### src/rtl/wr_pps_timekeeper.sv
// PPS qualifier and local (seconds, cycle) timekeeper fed by the WR core timing outputs.
// Holdover free-run is built only when WR_PPS_TIMEKEEPER_HOLDOVER_EN is defined.
module wr_pps_timekeeper #(
  parameter int unsigned CLKS_PER_SEC  = 62500000,
  parameter int unsigned TOL           = 2,
  parameter int unsigned LOCK_COUNT    = 3,
  parameter int unsigned HOLDOVER_SECS = 8,
  parameter int unsigned TAI_W         = 10
) (
  input  logic             clk_sys_i,
  input  logic             rst_i,
  input  logic             pps_i,
  input  logic [TAI_W-1:0] tm_tai_i,
  output logic             pps_o,
  output logic [TAI_W-1:0] sec_o,
  output logic [31:0]      cycles_o,
  output logic             locked_o,
  output logic             time_valid_o,
  output logic [1:0]       state_o,
  output logic [15:0]      err_cnt_o,
  output logic [15:0]      missed_cnt_o
);

  typedef enum logic [1:0] {
    ST_IDLE     = 2'd0,
    ST_ACQUIRE  = 2'd1,
    ST_LOCKED   = 2'd2,
    ST_HOLDOVER = 2'd3
  } state_t;

  localparam logic [31:0] P_MIN  = 32'(CLKS_PER_SEC - TOL);
  localparam logic [31:0] P_MAX  = 32'(CLKS_PER_SEC + TOL);
  localparam logic [31:0] TMO    = 32'(CLKS_PER_SEC + TOL + 1);
  localparam logic [31:0] LAST   = 32'(CLKS_PER_SEC - 1);
  localparam logic [31:0] TOL_C  = 32'(TOL);
  localparam logic [7:0]  LOCK_C = 8'(LOCK_COUNT);
  localparam logic [15:0] HOLD_C = 16'(HOLDOVER_SECS);

  state_t           state, state_nxt;
  logic             pps_s, pps_d;
  logic [TAI_W-1:0] tai_s;
  logic [31:0]      ival, ival_nxt;
  logic [7:0]       good_cnt, good_nxt;
  logic [15:0]      wrap_cnt, wrap_nxt;
  logic [31:0]      cyc_nxt, run_cyc;
  logic [TAI_W-1:0] sec_nxt, run_sec;
  logic [15:0]      run_wrap;
  logic             pps_nxt, err_inc, miss_inc;
  logic             rise, period_ok, timeout, wrap;

  assign state_o = state;

  // NOTE: every variable gets a default at the top of always_comb so no path can infer a latch.
  always_comb begin
    rise      = pps_s & ~pps_d;
    period_ok = (ival >= P_MIN) && (ival <= P_MAX);
    timeout   = (ival >= TMO);
    wrap      = (cycles_o == LAST);

    // Free-running local time; wrap_cnt counts seconds since the last alignment.
    run_cyc  = wrap ? 32'd0 : cycles_o + 32'd1;
    run_sec  = wrap ? sec_o + TAI_W'(1) : sec_o;
    run_wrap = (wrap && (wrap_cnt != HOLD_C)) ? wrap_cnt + 16'd1 : wrap_cnt;

    state_nxt = state;
    good_nxt  = good_cnt;
    wrap_nxt  = wrap_cnt;
    cyc_nxt   = cycles_o;
    sec_nxt   = sec_o;
    pps_nxt   = 1'b0;
    err_inc   = 1'b0;
    miss_inc  = 1'b0;
    ival_nxt  = rise ? 32'd1 : (timeout ? ival : ival + 32'd1);

    case (state)
      ST_IDLE: begin
        if (rise) begin
          state_nxt = ST_ACQUIRE;
          good_nxt  = 8'd0;
        end
      end

      ST_ACQUIRE: begin
        if (rise) begin
          if (period_ok) begin
            good_nxt = good_cnt + 8'd1;
            if (good_cnt + 8'd1 >= LOCK_C) begin
              state_nxt = ST_LOCKED;
              cyc_nxt   = 32'd0;
              sec_nxt   = tai_s;
              wrap_nxt  = 16'd0;
              pps_nxt   = 1'b1;
            end
          end else begin
            err_inc  = 1'b1;
            good_nxt = 8'd0;
          end
        end else if (timeout) begin
          state_nxt = ST_IDLE;
        end
      end

      ST_LOCKED: begin
        if (rise) begin
          if (period_ok) begin
            // Realign; a wrap pulse up to TOL cycles earlier already marked this second.
            cyc_nxt  = 32'd0;
            sec_nxt  = tai_s;
            wrap_nxt = 16'd0;
            pps_nxt  = wrap || (cycles_o >= TOL_C);
          end else begin
            state_nxt = ST_ACQUIRE;
            err_inc   = 1'b1;
            good_nxt  = 8'd1;
          end
        end else if (timeout) begin
          miss_inc = 1'b1;
`ifdef WR_PPS_TIMEKEEPER_HOLDOVER_EN
          state_nxt = ST_HOLDOVER;
          cyc_nxt   = run_cyc;
          sec_nxt   = run_sec;
          wrap_nxt  = run_wrap;
          pps_nxt   = wrap;
`else
          state_nxt = ST_IDLE;
`endif
        end else begin
          cyc_nxt  = run_cyc;
          sec_nxt  = run_sec;
          wrap_nxt = run_wrap;
          pps_nxt  = wrap;
        end
      end

`ifdef WR_PPS_TIMEKEEPER_HOLDOVER_EN
      ST_HOLDOVER: begin
        if (rise) begin
          state_nxt = ST_ACQUIRE;
          good_nxt  = 8'd0;
        end else begin
          cyc_nxt  = run_cyc;
          sec_nxt  = run_sec;
          wrap_nxt = run_wrap;
          pps_nxt  = wrap;
          if (wrap) begin
            // The first wrap after the last pulse was already covered by the timeout miss.
            miss_inc = (wrap_cnt != 16'd0);
            if (run_wrap >= HOLD_C) state_nxt = ST_IDLE;
          end
        end
      end
`endif

      default: state_nxt = ST_IDLE;
    endcase
  end

  // NOTE: sequential state uses non-blocking assignments so every flop samples pre-edge values.
  always_ff @(posedge clk_sys_i or posedge rst_i) begin
    if (rst_i) begin
      state        <= ST_IDLE;
      pps_s        <= 1'b0;
      pps_d        <= 1'b0;
      tai_s        <= '0;
      ival         <= 32'd0;
      good_cnt     <= 8'd0;
      wrap_cnt     <= 16'd0;
      pps_o        <= 1'b0;
      sec_o        <= '0;
      cycles_o     <= 32'd0;
      locked_o     <= 1'b0;
      time_valid_o <= 1'b0;
      err_cnt_o    <= 16'd0;
      missed_cnt_o <= 16'd0;
    end else begin
      state        <= state_nxt;
      pps_s        <= pps_i;
      pps_d        <= pps_s;
      tai_s        <= tm_tai_i;
      ival         <= ival_nxt;
      good_cnt     <= good_nxt;
      wrap_cnt     <= wrap_nxt;
      pps_o        <= pps_nxt;
      sec_o        <= sec_nxt;
      cycles_o     <= cyc_nxt;
      locked_o     <= (state_nxt == ST_LOCKED);
      time_valid_o <= (state_nxt == ST_LOCKED) || (state_nxt == ST_HOLDOVER);
      if (err_inc && (err_cnt_o != 16'hFFFF))     err_cnt_o    <= err_cnt_o + 16'd1;
      if (miss_inc && (missed_cnt_o != 16'hFFFF)) missed_cnt_o <= missed_cnt_o + 16'd1;
    end
  end

endmodule

### config.mk
export PLATFORM = sky130hd
export DESIGN_NAME = wr_pps_timekeeper
export DESIGN_NICKNAME = d
export VERILOG_FILES = /design/src/rtl/wr_pps_timekeeper.sv
export SDC_FILE = /design/constraint.sdc
export NUM_CORES = 1
export LEC_CHECK = 0
export BUFFER_PORTS_ARGS = -buffer_cell sky130_fd_sc_hd__buf_2
export CAP_MARGIN = 10
export CORE_ASPECT_RATIO = 2
export CORE_MARGIN = 5
export CORE_UTILIZATION = 30
export CTS_CLUSTER_SIZE = 40
export DETAILED_ROUTE_END_ITERATION = 7
export PLACE_DENSITY = 0.45
export SETUP_SLACK_MARGIN = 0.3
export SLEW_MARGIN = 20
export SYNTH_ARGS = -nofsm -noshare
export SYNTH_HDL_FRONTEND = slang
export SYNTH_SLANG_ARGS = --single-unit
### constraint.sdc
create_clock -name clk_sys_i -period 6.2 [get_ports clk_sys_i]
set_clock_uncertainty 0.15 [all_clocks]
set_input_delay 1.24 -clock clk_sys_i [delete_from_list [all_inputs] [get_ports clk_sys_i]]
set_output_delay 1.24 -clock clk_sys_i [all_outputs]
set_load 0.1 [all_outputs]
==> results.sh, run 1 <==
export IMPL_tightest_slew_ns=0.974
export IMPL_clock_root_buffer="clkbuf_16"
export IMPL_cts_buffer_depth=2
export IMPL_grt_start_max_net_pins=90
export IMPL_synth_area_mm2=0.00716
export IMPL_relSlewSlack_pct=35.1
export IMPL_timing_rr_end="sec_o[1]$_DFFE_PP0P_"
export IMPL_synth_compound_area_share_pct=18.6
export IMPL_holdCritStartpoint="pps_s$_DFF_PP0_"
export IMPL_boundaryPins=92
export IMPL_min_path_cells=0
export IMPL_fp_dieArea_mm2=0.0273
export IMPL_start_util_pct=30.2
export IMPL_synthDistinctLibCells=73
export IMPL_synthMuxAreaShare_pct=0.279
export IMPL_die_y_um=229
export IMPL_syn2layout_area_growth_pct=18.0
export IMPL_synthCells=770
export IMPL_hold_buffers=0
export IMPL_status="finished clean"
export IMPL_setup_viol=0
export IMPL_grt_pass1_wl_um=35600
export IMPL_insertion_delay_ns=0.44
export IMPL_power_density_mw_per_mm2=273
export IMPL_hold_viol_final=0
export IMPL_synth_top_family_by_area="simple AND/OR/NAND/NOR gates"
export IMPL_yosys_area_share_adder_pct=2.27
export IMPL_crit_type="register to register"
export IMPL_drive_gt1_share_pct=17.2
export IMPL_rsz0062_at_grt="no"
export IMPL_synth_fp_nets=796
export IMPL_hold_end="pps_d$_DFF_PP0_"
export IMPL_fin_crit_sh_pct=64.3
export IMPL_cap_viol_max_count=0
export IMPL_synth_seq_area_share_pct=45.4
export IMPL_ys_top_cells_by_area="dfrtp_1 45%, nand3_1 3.7%, xnor2_1 3.7%"
export IMPL_critPathRequiredTime_ns=6.40
export IMPL_dp_hpwl_um=16700
export IMPL_via_per_inst=5.57
export IMPL_synth_area_per_cell_um2=9.30
export IMPL_synthTopCellsByCount="130 x dfrtp_1, 67 x nand2_1, 55 x nor2_1"
export IMPL_drtAntennaViolNets=0
export IMPL_htreeDepth=4
export IMPL_r2r_start="ival[17]$_DFFE_PP0P_"
export IMPL_synth_most_common_cell="dfrtp_1"
export IMPL_async_flop_share_pct=100
export IMPL_rrSetupSlack_ns=2.21
export IMPL_clock_sinks=130
export IMPL_cp_max_fo=25
export IMPL_antenna_found_initial=0
export IMPL_wire_per_inst_um=19.8
export IMPL_cts_tree="built"
export IMPL_critPathLaunchType="register"
export IMPL_grt_usage_pct=16.6
export IMPL_synth_xor_area_share_pct=5.50
export IMPL_drt_pass1_iterations=5
export IMPL_final_seq_area_mm2=0.00325
export IMPL_worstPathArrival_ns=4.19
export IMPL_r2r_cells=7
export IMPL_synth_seq_cells=130
export IMPL_leakagePower_uw=0.00369
export IMPL_core_mm2=0.0237
export IMPL_cp_end_kind="register"
export IMPL_fmax_mhz=251
export IMPL_wl_um=22600
export IMPL_fillCellCount=2451
export IMPL_io_buffers=91
export IMPL_hp_class="register to register"
export IMPL_cts_buffers=17
export IMPL_slew_viol_final=0
export IMPL_rows=80
export IMPL_finalSetupTns_ns=0
export IMPL_fin_crit_ns=3.99
export IMPL_drt_iter0_markers=388
export IMPL_num_vias=6371
export IMPL_remaining_drc_errors=0
export IMPL_fin_ws_ns=2.21
export IMPL_yosysWarnings=0
export IMPL_nNetsFinal=869
export IMPL_synth_edff_count=0
export IMPL_gp_congestion=0.832
export IMPL_synthSimpleGateAreaFrac_pct=24.1
export IMPL_grt_pass1_vias=6323
export IMPL_dp_worst_setup_slack_ns=2.22
export IMPL_ir_drop_v=0.000221
export IMPL_postCtsSetupBuffers=0
export IMPL_die_w_um=119
export IMPL_ys_flop_type="dfrtp_1"
export IMPL_diodes=0
export IMPL_gr_total_overflow=0
export IMPL_clk_pin_slew_ns=0.06
export IMPL_yosysTopAreaCell="dfrtp_1"
export IMPL_total_power_uw=2310
export IMPL_post_cts_resized=0
export IMPL_synth_top_cell_area_share_pct=45.4
export IMPL_multi_input_area_mm2=0.00364
final cells by class:
cell class	count	area share (%)
flip-flops and latches	130	38.5
repair buffers	96	5.83
well taps	287	4.25
clock buffers	19	5.36
multi-input cells	573	43.1
inverters	25	1.17
clock inverters	13	1.79
placed cells by master (no fill, tap or decap), types with 26 or more instances in the layout:
cell type  Yosys  routed
a21oi_1       26      26
buf_2         11      91
dfrtp_1      130     130
nand2_1       67      67
nand3_1       53      53
nor2_1        55      55
nor3_1        31      30
o21ai_0       36      36
xnor2_1       30      30
metrics by stage:
| step | cells | cell area, um^2 | util (%) | hold slack [ns] |
|---|---|---|---|---|
| floorplan | 770 | 7160 | - | 0.218 |
| global placement | 1111 | 7850 | 33.1 | 0.235 |
| detailed placement | 1111 | 7850 | 33.1 | 0.230 |
| CTS | 1143 | 8450 | 35.6 | 0.249 |
| global route | 1143 | 8450 | 35.6 | 0.271 |
| finish | 1143 | 8450 | 35.6 | 0.249 |
registers in the layout, indices dropped and copies added (netlist names):
register	cells
tai_s	10
pps_s	1
sec_o	10
missed_cnt_o	16
err_cnt_o	16
pps_d	1
pps_o	1
locked_o	1
cycles_o	32
ival	32
good_cnt	8
state_o	2
per-layer routing:
metal  vias to the layer above  wire [um]  global-route usage [%]
li1                       3004          -                       -
met1                      3177       7910                    16.4
met2                       143      13200                    32.3
met3                        47        644                    3.05
met4                         0        869                    8.23
met5                         -          0                       0
worst max-delay path, cell delays in order (launching register included):
cell and delay, ns:
dfrtp_1 0.42, nor3_2 0.31, o311a_1 0.41, nand3b_1 0.22
a211oi_2 0.69, and3_1 0.92, o21ai_1 0.49, o21ai_0 0.29
power by group:
group	leakage (uW)	internal, uW	total [uW]	switching (uW)
clock network	0.000283	619	1030	415
logic	0.00163	79.0	341	262
registers	0.00178	877	932	54.3
total	0.00369	1580	2310	731
how the worst max path moves through the flow:
stage	from	end	slack, ns	depth (start not counted)
after floorplan	rst_i	cycles_o[0]$_DFFE_PP0P_	1.34	1
after global placement	ival[26]$_DFFE_PP0P_	sec_o[1]$_DFFE_PP0P_	2.24	7
after detailed placement	ival[17]$_DFFE_PP0P_	sec_o[1]$_DFFE_PP0P_	2.22	7
after CTS	ival[17]$_DFFE_PP0P_	sec_o[1]$_DFFE_PP0P_	2.20	7
after global routing	ival[17]$_DFFE_PP0P_	sec_o[1]$_DFFE_PP0P_	1.85	7
final	ival[17]$_DFFE_PP0P_	sec_o[1]$_DFFE_PP0P_	2.21	7
kinds of logic (layout without fill, tap and decap cells):
| group | after synthesis | after routing |
|---|---|---|
| and+or+nand+nor | 328 | 328 |
| buffers and inverters | 67 | 153 |
| adders and majority gates | 13 | 13 |
| xor gates and xnor gates | 45 | 45 |
| AOI/OAI and AO/OA | 185 | 185 |
| muxes | 2 | 2 |
| DFF | 130 | 130 |
Power figures use the tool's default switching activity.
==> run 2: changes to the inputs <==
==> constraint.sdc (replaced) <==
create_clock -name clk_sys_i -period 4.1 [get_ports clk_sys_i]
set_clock_uncertainty 0.15 [all_clocks]
set_input_delay 0.82 -clock clk_sys_i [delete_from_list [all_inputs] [get_ports clk_sys_i]]
set_output_delay 0.82 -clock clk_sys_i [all_outputs]
set_load 0.1 [all_outputs]
==> results.sh, run 2 (same netlist as run 1, synthesis figures left out) <==
export IMPL_status="finished clean"
export IMPL_hold_buffers=0
export IMPL_boundaryPins=92
export IMPL_dp_worst_setup_slack_ns=0.823
export IMPL_clk_pin_slew_ns=0.06
export IMPL_final_core_util_pct=36.3
export IMPL_fmax_mhz=306
export IMPL_layout_commonest_cell="dfrtp_1"
export IMPL_rsz0062_at_grt="no"
export IMPL_wire_per_inst_um=19.6
export IMPL_drt_iter0_markers=408
export IMPL_worstSetupEndpoint="cycles_o[26]$_DFFE_PP0P_"
export IMPL_start_util_pct=30.2
export IMPL_design_area_mm2=0.00861
export IMPL_holdCritStartpoint="pps_s$_DFF_PP0_"
export IMPL_crit_start="ival[26]$_DFFE_PP0P_"
export IMPL_slew_viol_final=0
export IMPL_fp_dieArea_mm2=0.0273
export IMPL_setup_viol=0
export IMPL_die_y_um=229
export IMPL_grt_start_max_net_pins=52
export IMPL_remaining_drc_errors=0
export IMPL_via_per_inst=5.49
export IMPL_worstPathArrival_ns=3.43
export IMPL_relSlewSlack_pct=33.5
export IMPL_rrSetupSlack_ns=0.83
export IMPL_r2r_start="ival[26]$_DFFE_PP0P_"
export IMPL_num_vias=6361
export IMPL_fin_crit_ns=3.27
export IMPL_cts_buffers=17
export IMPL_dp_hpwl_um=17100
export IMPL_timing_rr_end="cycles_o[26]$_DFFE_PP0P_"
export IMPL_final_seq_area_mm2=0.00325
export IMPL_placed_area_mm2=0.00798
export IMPL_largestRegisters="cycles_o: 32 flops, ival: 32 flops"
export IMPL_critPathLaunchType="register"
export IMPL_power_density_mw_per_mm2=415
export IMPL_nNetsFinal=885
export IMPL_postCtsSetupBuffers=0
export IMPL_core_mm2=0.0237
export IMPL_clock_sinks=130
export IMPL_grt_pass1_vias=6641
export IMPL_rows=80
export IMPL_post_cts_resized=0
export IMPL_multi_input_area_mm2=0.00364
export IMPL_critical_path_cell_chain="nor4_4 > nand2_1 > or4_4 > a2111oi_4 > o21ba_2 > buf_4 > o21ai_1 > o41ai_1"
export IMPL_cp_slowest_cell="or4_4"
export IMPL_cap_viol_max_count=0
export IMPL_drtAntennaViolNets=0
export IMPL_cpPeakStageDelay_ns=0.57
export IMPL_clock_root_buffer="clkbuf_16"
export IMPL_cts_tree="built"
export IMPL_critPathRequiredTime_ns=4.27
export IMPL_cts_buffer_depth=2
export IMPL_drt_pass1_iterations=5
export IMPL_drive_gt1_share_pct=18.6
export IMPL_hp_class="register to register"
export IMPL_gp_congestion=0.850
export IMPL_leakagePower_uw=0.00380
export IMPL_fin_ws_ns=0.834
export IMPL_ir_drop_v=0.000333
export IMPL_r2r_cells=8
export IMPL_antenna_found_initial=0
export IMPL_diodes=0
export IMPL_fillCellCount=2455
export IMPL_htreeDepth=4
export IMPL_cp_end_kind="register"
export IMPL_insertion_delay_ns=0.43
export IMPL_gr_total_overflow=0
export IMPL_grt_pass1_wl_um=36900
export IMPL_crit_type="register to register"
export IMPL_final_cell_mix="130 x dfrtp_1, 91 x buf_2, 67 x nand2_1"
export IMPL_tightest_slew_ns=0.996
export IMPL_syn2layout_area_growth_pct=20.2
export IMPL_hold_viol_final=0
export IMPL_fin_crit_sh_pct=79.7
export IMPL_die_w_um=119
export IMPL_io_buffers=91
export IMPL_wl_um=22700
export IMPL_cp_max_fo=13
export IMPL_grt_usage_pct=17.1
export IMPL_finalSetupTns_ns=0
## run 2: final cells by class
class / instances / area share (%)
clock buffer: 21 / 5.47
clock inverter: 11 / 1.83
inverter: 25 / 1.13
multi-input combinational: 573 / 42.3
sequential: 130 / 37.8
tap: 287 / 4.17
timing repair buffer: 112 / 7.27
## run 2: metal layers
layer	vias to the layer above	global-route usage, %	routed length (um)
li1	3046	-	-
met1	3101	17.1	8000
met2	157	32.9	13100
met3	57	3.17	692
met4	0	8.05	913
met5	-	0	0
## run 2: critical path: cells and delay by family, from the launching register on
family                 cells  cell delay [ns]
buffers and inverters      1             0.26
flip-flops                 1             0.40
AO/OA/AOI/OAI              4             1.34
AND/OR/NAND/NOR            3             1.00
## run 2: per-stage QoR
step,cells,hold slack (ns),power [uW]
2_1_floorplan,770,0.218,1820
3_3_place_gp,1127,0.248,1960
3_5_place_dp,1127,0.242,1960
4_1_cts,1159,0.253,3620
5_1_grt,1159,0.263,3720
6_report,1159,0.254,3570
## run 2: power by group
part / leakage (uW) / internal, uW / switching (uW)
combinational: 0.00171 / 123 / 400
sequential: 0.00178 / 1330 / 82.6
clock: 0.000312 / 1060 / 580
## run 2: how the worst min path moves through the flow
stage               depth (start not counted)  slack, ns              end
floorplan                                   0       0.22  pps_d$_DFF_PP0_
global placement                            0       0.25  pps_d$_DFF_PP0_
detailed placement                          0       0.24  pps_d$_DFF_PP0_
CTS                                         0       0.25  pps_d$_DFF_PP0_
global route                                0       0.26  pps_d$_DFF_PP0_
finish                                      0       0.25  pps_d$_DFF_PP0_
